<file path="src/rtl/hazard_forward_unit_if.sv">
`default_nettype none
// ============================================================================
// hazard_forward_unit_if : ID-stage hazard/forwarding bus (master=pipeline, slave=unit)
// Rev 1.0
// ============================================================================
interface hazard_forward_unit_if;
  logic        id_valid;
  logic [4:0]  id_rs;
  logic [4:0]  id_rt;
  logic        id_uses_rs;
  logic        id_uses_rt;
  logic        id_reg_write;
  logic [4:0]  id_rd;
  logic        id_is_load;
  logic        freeze;
  logic        flush;
  logic [3:0]  redirection_ctrl;
  logic        stall;
  logic        ex_valid;
  logic [31:0] stall_count;
  // WB slot {valid, reg_write, dest, is_load}, exported for observation only
  logic [7:0]  wb_slot;

  modport master (
    output id_valid, id_rs, id_rt, id_uses_rs, id_uses_rt, id_reg_write,
           id_rd, id_is_load, freeze, flush,
    input  redirection_ctrl, stall, ex_valid, stall_count, wb_slot
  );

  modport slave (
    input  id_valid, id_rs, id_rt, id_uses_rs, id_uses_rt, id_reg_write,
           id_rd, id_is_load, freeze, flush,
    output redirection_ctrl, stall, ex_valid, stall_count, wb_slot
  );
endinterface
`default_nettype wire

</file>
<file path="src/rtl/hazard_forward_unit.sv">
`default_nettype none
// ============================================================================
// hazard_forward_unit : EX/MEM/WB slot tracker with operand forwarding and
// load-use stall. Optional stall counter enabled by macro HAZARD_STAT_EN.
// Rev 1.0
// ============================================================================
module hazard_forward_unit (
  input  wire logic             clk,
  input  wire logic             rst_n,
  hazard_forward_unit_if.slave  bus
);

  logic       ex_valid_q, ex_rw_q, ex_load_q;
  logic [4:0] ex_dest_q;
  logic       mem_valid_q, mem_rw_q, mem_load_q;
  logic [4:0] mem_dest_q;
  logic       wb_valid_q, wb_rw_q, wb_load_q;
  logic [4:0] wb_dest_q;
  logic [3:0] ctrl_q, ctrl_d;

  logic w_ex_wr, w_mem_wr;
  logic w_ex_rs, w_ex_rt, w_mem_rs, w_mem_rt;
  logic w_stall, w_accept;

  // WB is deliberately excluded: the register file resolves that case itself
  always_comb begin
    w_ex_wr  = ex_valid_q & ex_rw_q & (ex_dest_q != 5'd0);
    w_mem_wr = mem_valid_q & mem_rw_q & (mem_dest_q != 5'd0);
    w_ex_rs  = w_ex_wr  & bus.id_uses_rs & (ex_dest_q  == bus.id_rs);
    w_ex_rt  = w_ex_wr  & bus.id_uses_rt & (ex_dest_q  == bus.id_rt);
    w_mem_rs = w_mem_wr & bus.id_uses_rs & (mem_dest_q == bus.id_rs);
    w_mem_rt = w_mem_wr & bus.id_uses_rt & (mem_dest_q == bus.id_rt);
    w_stall  = bus.id_valid & ~bus.flush & ex_load_q & (w_ex_rs | w_ex_rt);
    w_accept = bus.id_valid & ~bus.flush & ~w_stall;
    ctrl_d   = 4'b0000;
    if (w_accept) begin
      ctrl_d = {w_mem_rt & ~w_ex_rt, w_ex_rt, w_mem_rs & ~w_ex_rs, w_ex_rs};
    end
  end

  always_ff @(posedge clk or negedge rst_n) begin
    if (!rst_n) begin
      ex_valid_q  <= 1'b0;
      ex_rw_q     <= 1'b0;
      ex_dest_q   <= 5'd0;
      ex_load_q   <= 1'b0;
      mem_valid_q <= 1'b0;
      mem_rw_q    <= 1'b0;
      mem_dest_q  <= 5'd0;
      mem_load_q  <= 1'b0;
      wb_valid_q  <= 1'b0;
      wb_rw_q     <= 1'b0;
      wb_dest_q   <= 5'd0;
      wb_load_q   <= 1'b0;
      ctrl_q      <= 4'b0000;
    end else if (!bus.freeze) begin
      wb_valid_q  <= mem_valid_q;
      wb_rw_q     <= mem_rw_q;
      wb_dest_q   <= mem_dest_q;
      wb_load_q   <= mem_load_q;
      mem_valid_q <= ex_valid_q;
      mem_rw_q    <= ex_rw_q;
      mem_dest_q  <= ex_dest_q;
      mem_load_q  <= ex_load_q;
      // Stall, flush and idle ID all collapse to an all-zero bubble in EX
      ex_valid_q  <= w_accept;
      ex_rw_q     <= w_accept & bus.id_reg_write;
      ex_dest_q   <= w_accept ? bus.id_rd : 5'd0;
      ex_load_q   <= w_accept & bus.id_is_load;
      ctrl_q      <= ctrl_d;
    end
  end

`ifdef HAZARD_STAT_EN
  logic [31:0] stall_count_q;

  always_ff @(posedge clk or negedge rst_n) begin
    if (!rst_n) begin
      stall_count_q <= 32'd0;
    end else if (w_stall && !bus.freeze) begin
      stall_count_q <= stall_count_q + 32'd1;
    end
  end

  assign bus.stall_count = stall_count_q;
`else
  assign bus.stall_count = 32'd0;
`endif

  assign bus.redirection_ctrl = ctrl_q;
  assign bus.stall            = w_stall;
  assign bus.ex_valid         = ex_valid_q;
  assign bus.wb_slot          = {wb_valid_q, wb_rw_q, wb_dest_q, wb_load_q};

endmodule
`default_nettype wire

</file>
<file path="src/flat_wrapper.sv">
// flat-port wrapper written by rule: the top's interface ports become plain ports
module hazard_forward_unit_flat 
  (clk, rst_n, bus_id_valid, bus_id_rs, bus_id_rt, bus_id_uses_rs, bus_id_uses_rt, bus_id_reg_write, bus_id_rd, bus_id_is_load, bus_freeze, bus_flush, bus_redirection_ctrl, bus_stall, bus_ex_valid, bus_stall_count, bus_wb_slot);
  hazard_forward_unit_if bus_i ();
  input  wire logic clk;
  input  wire logic rst_n;
  input wire logic [$bits(bus_i.id_valid)-1:0] bus_id_valid;
  input wire logic [$bits(bus_i.id_rs)-1:0] bus_id_rs;
  input wire logic [$bits(bus_i.id_rt)-1:0] bus_id_rt;
  input wire logic [$bits(bus_i.id_uses_rs)-1:0] bus_id_uses_rs;
  input wire logic [$bits(bus_i.id_uses_rt)-1:0] bus_id_uses_rt;
  input wire logic [$bits(bus_i.id_reg_write)-1:0] bus_id_reg_write;
  input wire logic [$bits(bus_i.id_rd)-1:0] bus_id_rd;
  input wire logic [$bits(bus_i.id_is_load)-1:0] bus_id_is_load;
  input wire logic [$bits(bus_i.freeze)-1:0] bus_freeze;
  input wire logic [$bits(bus_i.flush)-1:0] bus_flush;
  output wire logic [$bits(bus_i.redirection_ctrl)-1:0] bus_redirection_ctrl;
  output wire logic [$bits(bus_i.stall)-1:0] bus_stall;
  output wire logic [$bits(bus_i.ex_valid)-1:0] bus_ex_valid;
  output wire logic [$bits(bus_i.stall_count)-1:0] bus_stall_count;
  output wire logic [$bits(bus_i.wb_slot)-1:0] bus_wb_slot;
  assign bus_i.id_valid = bus_id_valid;
  assign bus_i.id_rs = bus_id_rs;
  assign bus_i.id_rt = bus_id_rt;
  assign bus_i.id_uses_rs = bus_id_uses_rs;
  assign bus_i.id_uses_rt = bus_id_uses_rt;
  assign bus_i.id_reg_write = bus_id_reg_write;
  assign bus_i.id_rd = bus_id_rd;
  assign bus_i.id_is_load = bus_id_is_load;
  assign bus_i.freeze = bus_freeze;
  assign bus_i.flush = bus_flush;
  assign bus_redirection_ctrl = bus_i.redirection_ctrl;
  assign bus_stall = bus_i.stall;
  assign bus_ex_valid = bus_i.ex_valid;
  assign bus_stall_count = bus_i.stall_count;
  assign bus_wb_slot = bus_i.wb_slot;
  hazard_forward_unit u_core (.clk(clk), .rst_n(rst_n), .bus(bus_i));
endmodule
</file>
<file path="config.mk">
export PLATFORM = sky130hd
export DESIGN_NAME = hazard_forward_unit_flat
export DESIGN_NICKNAME = d
export VERILOG_FILES = /design/src/rtl/hazard_forward_unit_if.sv /design/src/rtl/hazard_forward_unit.sv /design/src/flat_wrapper.sv
export SDC_FILE = /design/constraint.sdc
export NUM_CORES = 1
export LEC_CHECK = 0
export ABC_AREA = 1
export CORE_MARGIN = 2
export CORE_UTILIZATION = 45
export CTS_CLUSTER_DIAMETER = 40
export DETAILED_ROUTE_END_ITERATION = 8
export GPL_TIMING_DRIVEN = 0
export PLACE_DENSITY = 0.92
export SYNTH_ARGS = -nofsm -noshare
export SYNTH_HDL_FRONTEND = slang
export SYNTH_SLANG_ARGS = --single-unit
</file>
<file path="constraint.sdc">
create_clock -name clk -period 1.8 [get_ports clk]
set_clock_uncertainty 0.15 [all_clocks]
set_input_delay 0.18 -clock clk [delete_from_list [all_inputs] [get_ports clk]]
set_output_delay 0.18 -clock clk [all_outputs]
set_load 0.1 [all_outputs]
</file>
# [Word level (Yosys, flattened, before mapping)]
# Index checks and enable logic that the tools add are counted.
[word_totals] regBits=28 input_bits=24 out_inout_bits=46 elab_cells=46
[op_classes] eq_ne=4 muxes=2 bitwise=25 reduce_logical=2
[ops] op="bitwise AND 1 bit" n=20
[ops] op="equality test 5 bit" n=4
[ops] op="nonzero test 5 bit" n=2
[ops] op="2-to-1 mux 5 bit" n=1
[ops] op="2-to-1 mux 4 bit" n=1
[ops] op="inverter 1 bit" n=4
[ops] op="OR 1 bit" n=1

# [Longest topological paths before layout]
[depth] ltp_word=9 depth_mapped=11

# [Least setup slack after synthesis]
# Ideal clock, no wire load.
[synth_timing] kind="flip-flop to output port" start="register u_core.ex_valid_q, in the netlist u_core.bus.ex_valid" end="output port bus_stall" arrival_ns=2.176 required_ns=1.470 path_slack_ns=-0.706 path_stages_with_launch=10 n_path_buf=1 cell_sequence="dfrtp_1 > nand2_1 > inv_1 > nand2_1 > inv_1 > nand3_1 > nand2_1 > nand2_2 > buf_6 > inv_1"
[synth_via] elab_chain_len=6
[synth_rtl] element="start, declared" line="hazard_forward_unit.sv:13" source="logic ex_valid_q, ex_rw_q, ex_load_q;"
[synth_rtl] element="start signal, assigned" line="hazard_forward_unit.sv:66" source="ex_valid_q <= w_accept;"
[synth_rtl] element="bitwise AND 1 bit * (2 in a row)" line="hazard_forward_unit.sv:27" source="w_ex_wr = ex_valid_q & ex_rw_q & (ex_dest_q != 5'd0);"
[synth_rtl] element="bitwise AND 1 bit (on tied branches) (2 in a row)" line="hazard_forward_unit.sv:29, hazard_forward_unit.sv:30"
[synth_rtl] element="OR 1 bit *" line="hazard_forward_unit.sv:33" source="w_stall = bus.id_valid & ~bus.flush & ex_load_q & (w_ex_rs | w_ex_rt);"
[synth_rtl] element="bitwise AND 1 bit *" line="hazard_forward_unit.sv:33"
[synth_rtl] element="end, declared" line="flat_wrapper.sv:18" source="output wire logic [$bits(bus_i.stall)-1:0] bus_stall;"
# Every way passes the cells marked *; elsewhere a longest branch is shown, timed or not.

# [Worst setup path after layout]
[layout_timing] start="register u_core.ex_dest_q[3]" end="output port bus_stall"
[layout_via] elab_chain_len=6
[layout_rtl] element="start, declared" line="hazard_forward_unit.sv:14" source="logic [4:0] ex_dest_q;"
[layout_rtl] element="start signal, assigned" line="hazard_forward_unit.sv:68" source="ex_dest_q <= w_accept ? bus.id_rd : 5'd0;"
[layout_rtl] element="nonzero test 5 bit" line="hazard_forward_unit.sv:27"
[layout_rtl] element="bitwise AND 1 bit" line="hazard_forward_unit.sv:27"
[layout_rtl] element="bitwise AND 1 bit (on tied branches) (2 in a row)" line="hazard_forward_unit.sv:29, hazard_forward_unit.sv:30"
[layout_rtl] element="OR 1 bit *" line="hazard_forward_unit.sv:33"
[layout_rtl] element="bitwise AND 1 bit *" line="hazard_forward_unit.sv:33"
# Marked as above.

==> impl_summary.log <==
[metrics] status: finished, violations left
[metrics] violations in the final reports: negative setup slack
[metrics] setup repair after global routing missed its margin: yes
[metrics] post-placement cell area: 2480 um^2
[metrics] GRT Util Overall: 20.1%
[metrics] Vert. Die Dim: between 60 and 70 um
[metrics] number of buffers created by CTS: 3
[metrics] last weighted congestion value of the routability-driven placer: 0.899
[metrics] clock latency on the worst-skew pair: approximately 290 ps
[metrics] routed vias/inst: between 4 and 5
[metrics] count of port buffers added during placement: 37
[metrics] Initial Utilization: roughly 47%
[metrics] minimum clock period after layout: slightly above 2000 ps
[metrics] initial antenna violation count: 0
[metrics] sum of buffers and inverters on the critical path: 4
[metrics] Hold Path Class: primary input to async pin
[metrics] crit path capture type: output pin
[metrics] via count of the first global-routing pass: ~1.7k
[metrics] Clock Path Buffers: 2
[metrics] CTS clk-pin slew, worst paths: approximately 100 ps
[metrics] count of endpoints failing setup in the final report: 1
[metrics] DIE AREA: around 4800 um^2
[metrics] LEAKAGE: roughly 1.4 nW
[metrics] per-instance average area after synthesis: slightly below 7 um^2
[metrics] Worst Path Class, Setup: flip-flop to output pin
[metrics] # H-tree levels: 1
[metrics] Avg WL per Cell: approximately 12 um
[metrics] Antenna diodes: 0
[metrics] die boundary width: slightly below 70 um
[metrics] pre-CTS setup slack: -1200 ps
[metrics] cell count after synthesis: ~280
[metrics] fraction of synthesized cell area taken by the top area cell type: ~36%
[metrics] top cells by area in the synthesized netlist: dfrtp_1, nand2_1, buf_4
[metrics] worst slew pin tran: ~640 ps
[metrics] Std-Cell Core Area: 4060 um^2
[metrics] Slowest Stage Delay on Critical Path: around 470 ps
[metrics] pin count of the biggest net entering global routing: 29
[metrics] first-pass GRT wire length: between 7 and 8 mm
[metrics] critical path's most frequent cell: nand2_2
[metrics] maximum fanout along the worst path: 5
[metrics] buffer type at the clock tree root: clkbuf_8
[metrics] share of the core filled with cells in the final layout: about 65%
[metrics] maximum clock frequency: just under 500 MHz
[metrics] data arrival time of the worst path: roughly 1800 ps
[metrics] Rel. slew slack: approximately 57%
[metrics] library cells used by synthesis: 18
[metrics] instance count after placement with tap cells included: between 300 and 400
[metrics] total global routing overflow: 0
[metrics] most frequently used flop master after synthesis: dfrtp_1
[metrics] residual antenna-violating net count after detailed routing: 0
[metrics] Area growth syn-to-layout: 36.1%
[metrics] portion of the clock cycle consumed by the worst path in the final layout: 115%
[metrics] maximum ir drop on the vdd rail: around 0.5 mV
[metrics] Crit-path slowest cell: dfrtp_2
[metrics] Critical Path Source Type: flip-flop
[metrics] std cell rows: 23
[metrics] count of flip-flops with a built-in enable after synthesis: 0
[metrics] post-detailed-route DRC marker count: 0
[metrics] combined area of all synthesized cells: ~1900 um^2
[metrics] CP delay by family, top: simple AND/OR/NAND/NOR gates
[metrics] leading post-synthesis cells by instance count: nand2_1, buf_4, inv_1
[metrics] total iterations of the first detailed-routing run: 4
[metrics] sequential share of the synthesized area: between 30% and 40%
[metrics] CP required: around 1500 ps
[metrics] post-route cell area: roughly 2600 um^2
[metrics] crit-path cells: nor2_1 -> nand3_1 -> nand2_2 -> inv_1 -> nand3_1 -> nand2_2 -> nand2_2 -> buf_8 -> clkinvlp_4 -> buf_12
[metrics] clock tree sinks: 28
[metrics] cell area power density: between 700 and 800 nW/um^2
[metrics] Yosys top cell by area: dfrtp_1
[metrics] final routed wirelength across all metal layers: 4.85 mm
[metrics] most frequently used cell type in the post-synthesis netlist: nand2_1
[metrics] fraction of final layout cells sized beyond drive strength 1: ~28%
[metrics] worst path setup slack after routing: -278 ps
[metrics] Slew Limit Fails: 0
[metrics] number of hold violations in the final report: 0
[metrics] fraction of registers with async set or reset after synthesis: 100%
[metrics] number of ports placed on the die boundary: 70
[metrics] Maximum Capacitance Violations: 0
[metrics] TritonCTS clock tree: yes
[metrics] FF+latch count, synth: 28
[metrics] number of nets in the layout: about 380
[metrics] YS warnings: 0
[metrics] total power of the final layout: between 0.0015 and 0.002 W
[metrics] number of filler cells placed in the layout: approximately 340
[metrics] detailed router's first-iteration violation count: 85
[metrics] fin cells: between 400 and 500
[metrics] half-perimeter wire length after placement: approximately 3.6 mm
[metrics] DR vias: about 1.9k
-- through the flow --
| step | hold WS [ps] | setup TNS [ps] |
|---|---|---|
| after floorplan | -266 | -158 |
| after global placement | 313 | -2630 |
| after detailed placement | 315 | -4890 |
| after CTS | 303 | -229 |
| after global routing | 313 | -741 |
| final | 293 | -278 |
-- logic make-up (layout without fill, tap and decap cells) --
logic type,Yosys count,in the layout,synth area share [%]
compound gates,21,21,5.98
xor+xnor,2,2,0.910
buf+inv,73,121,21.7
flops,28,28,36.4
other cells,1,32,0.195
simple gates,153,153,34.9
-- area by class of cell --
class,count,area [um^2],share of cell area (%)
Clock buffer,4,55.1,2.10
Timing Repair Buffer,44,422,16.1
Tap cell,50,62.6,2.39
Buffer,41,300,11.5
Inverter,32,126,4.83
Multi-Input combinational cell,208,946,36.1
Sequential cell,28,707,27.0
-- final timing paths --
check	startpoint	to	slack, ps	cells past startpoint
worst max-delay path	u_core.ex_dest_q[3]	bus_stall	-280	10
worst min-delay path	rst_n	u_core.ex_rw_q	290	2
worst max register to register	u_core.ex_dest_q[0]	u_core.bus.redirection_ctrl[2]	20	11
worst min register to register	u_core.wb_dest_q[2]	u_core.wb_dest_q[2]	340	2
max in group asynchronous	rst_n	u_core.bus.ex_valid	740	2
min in group clk	bus_id_rd[3]	u_core.ex_dest_q[3]	300	3
-- metal layers --
| layer | routed length (um) | up-vias | GRT usage [%] |
|---|---|---|---|
| met5 | 0 | - | 0 |
| met1 | 1980 | 843 | 25.8 |
| met3 | 340 | 13 | 3.34 |
| li1 | - | 936 | - |
| met2 | 2410 | 74 | 34.1 |
| met4 | 118 | 0 | 6.97 |
-- registers in the layout, indices dropped and copies added (netlist names), 4 cells and up --
register,flops
u_core.mem_dest_q,5
u_core.bus.redirection_ctrl,4
u_core.ex_dest_q,5
u_core.wb_dest_q,5
-- layout by cell type, fill, tap and decap left out, drive strengths merged --
cell	synthesis	layout
dlygate4sd2	0	2
dfrtp	28	28
inv	32	31
o21ai	15	15
clkdlybuf4s15	0	9
nand3	21	21
a21boi	1	1
clkinvlp	0	1
dlymetal6s2s	0	1
clkbuf	4	12
conb	1	32
a21oi	5	5
dlygate4sd3	0	1
xnor2	2	2
buf	37	45
nand2	110	110
nor2	22	22
clkdlybuf4s50	0	19
-- report_power, final --
group	internal, W	leakage [nW]	switching [W]	total, W
combinational	0.000186	1.04	0.000585	0.000771
sequential	0.000669	0.374	0.0000351	0.000704
clock	0.000197	0.0288	0.000209	0.000406
-- worst register-to-register path, stage by stage, from the launching register on --
cell and delay (ps):
dfrtp_1 430, inv_2 80, nand2_2 80, nand3_1 110, nor2_2 140, nand3_2 90
nand2_2 80, nand2_2 80, buf_8 130, buf_4 180, nand3_2 80, nand2_2 50
-- what timing repair did --
action | 4_1_cts | 5_1_grt
endpoints found under the setup margin | 14 | 14
setup buffers | 4 | 2
pin swaps | 4 | 2
gates resized for setup | 56 | 10
hold buffers | 0 | 1
hold endpoints to repair | 0 | 28
No activity file was read; power rests on OpenSTA's default activity.
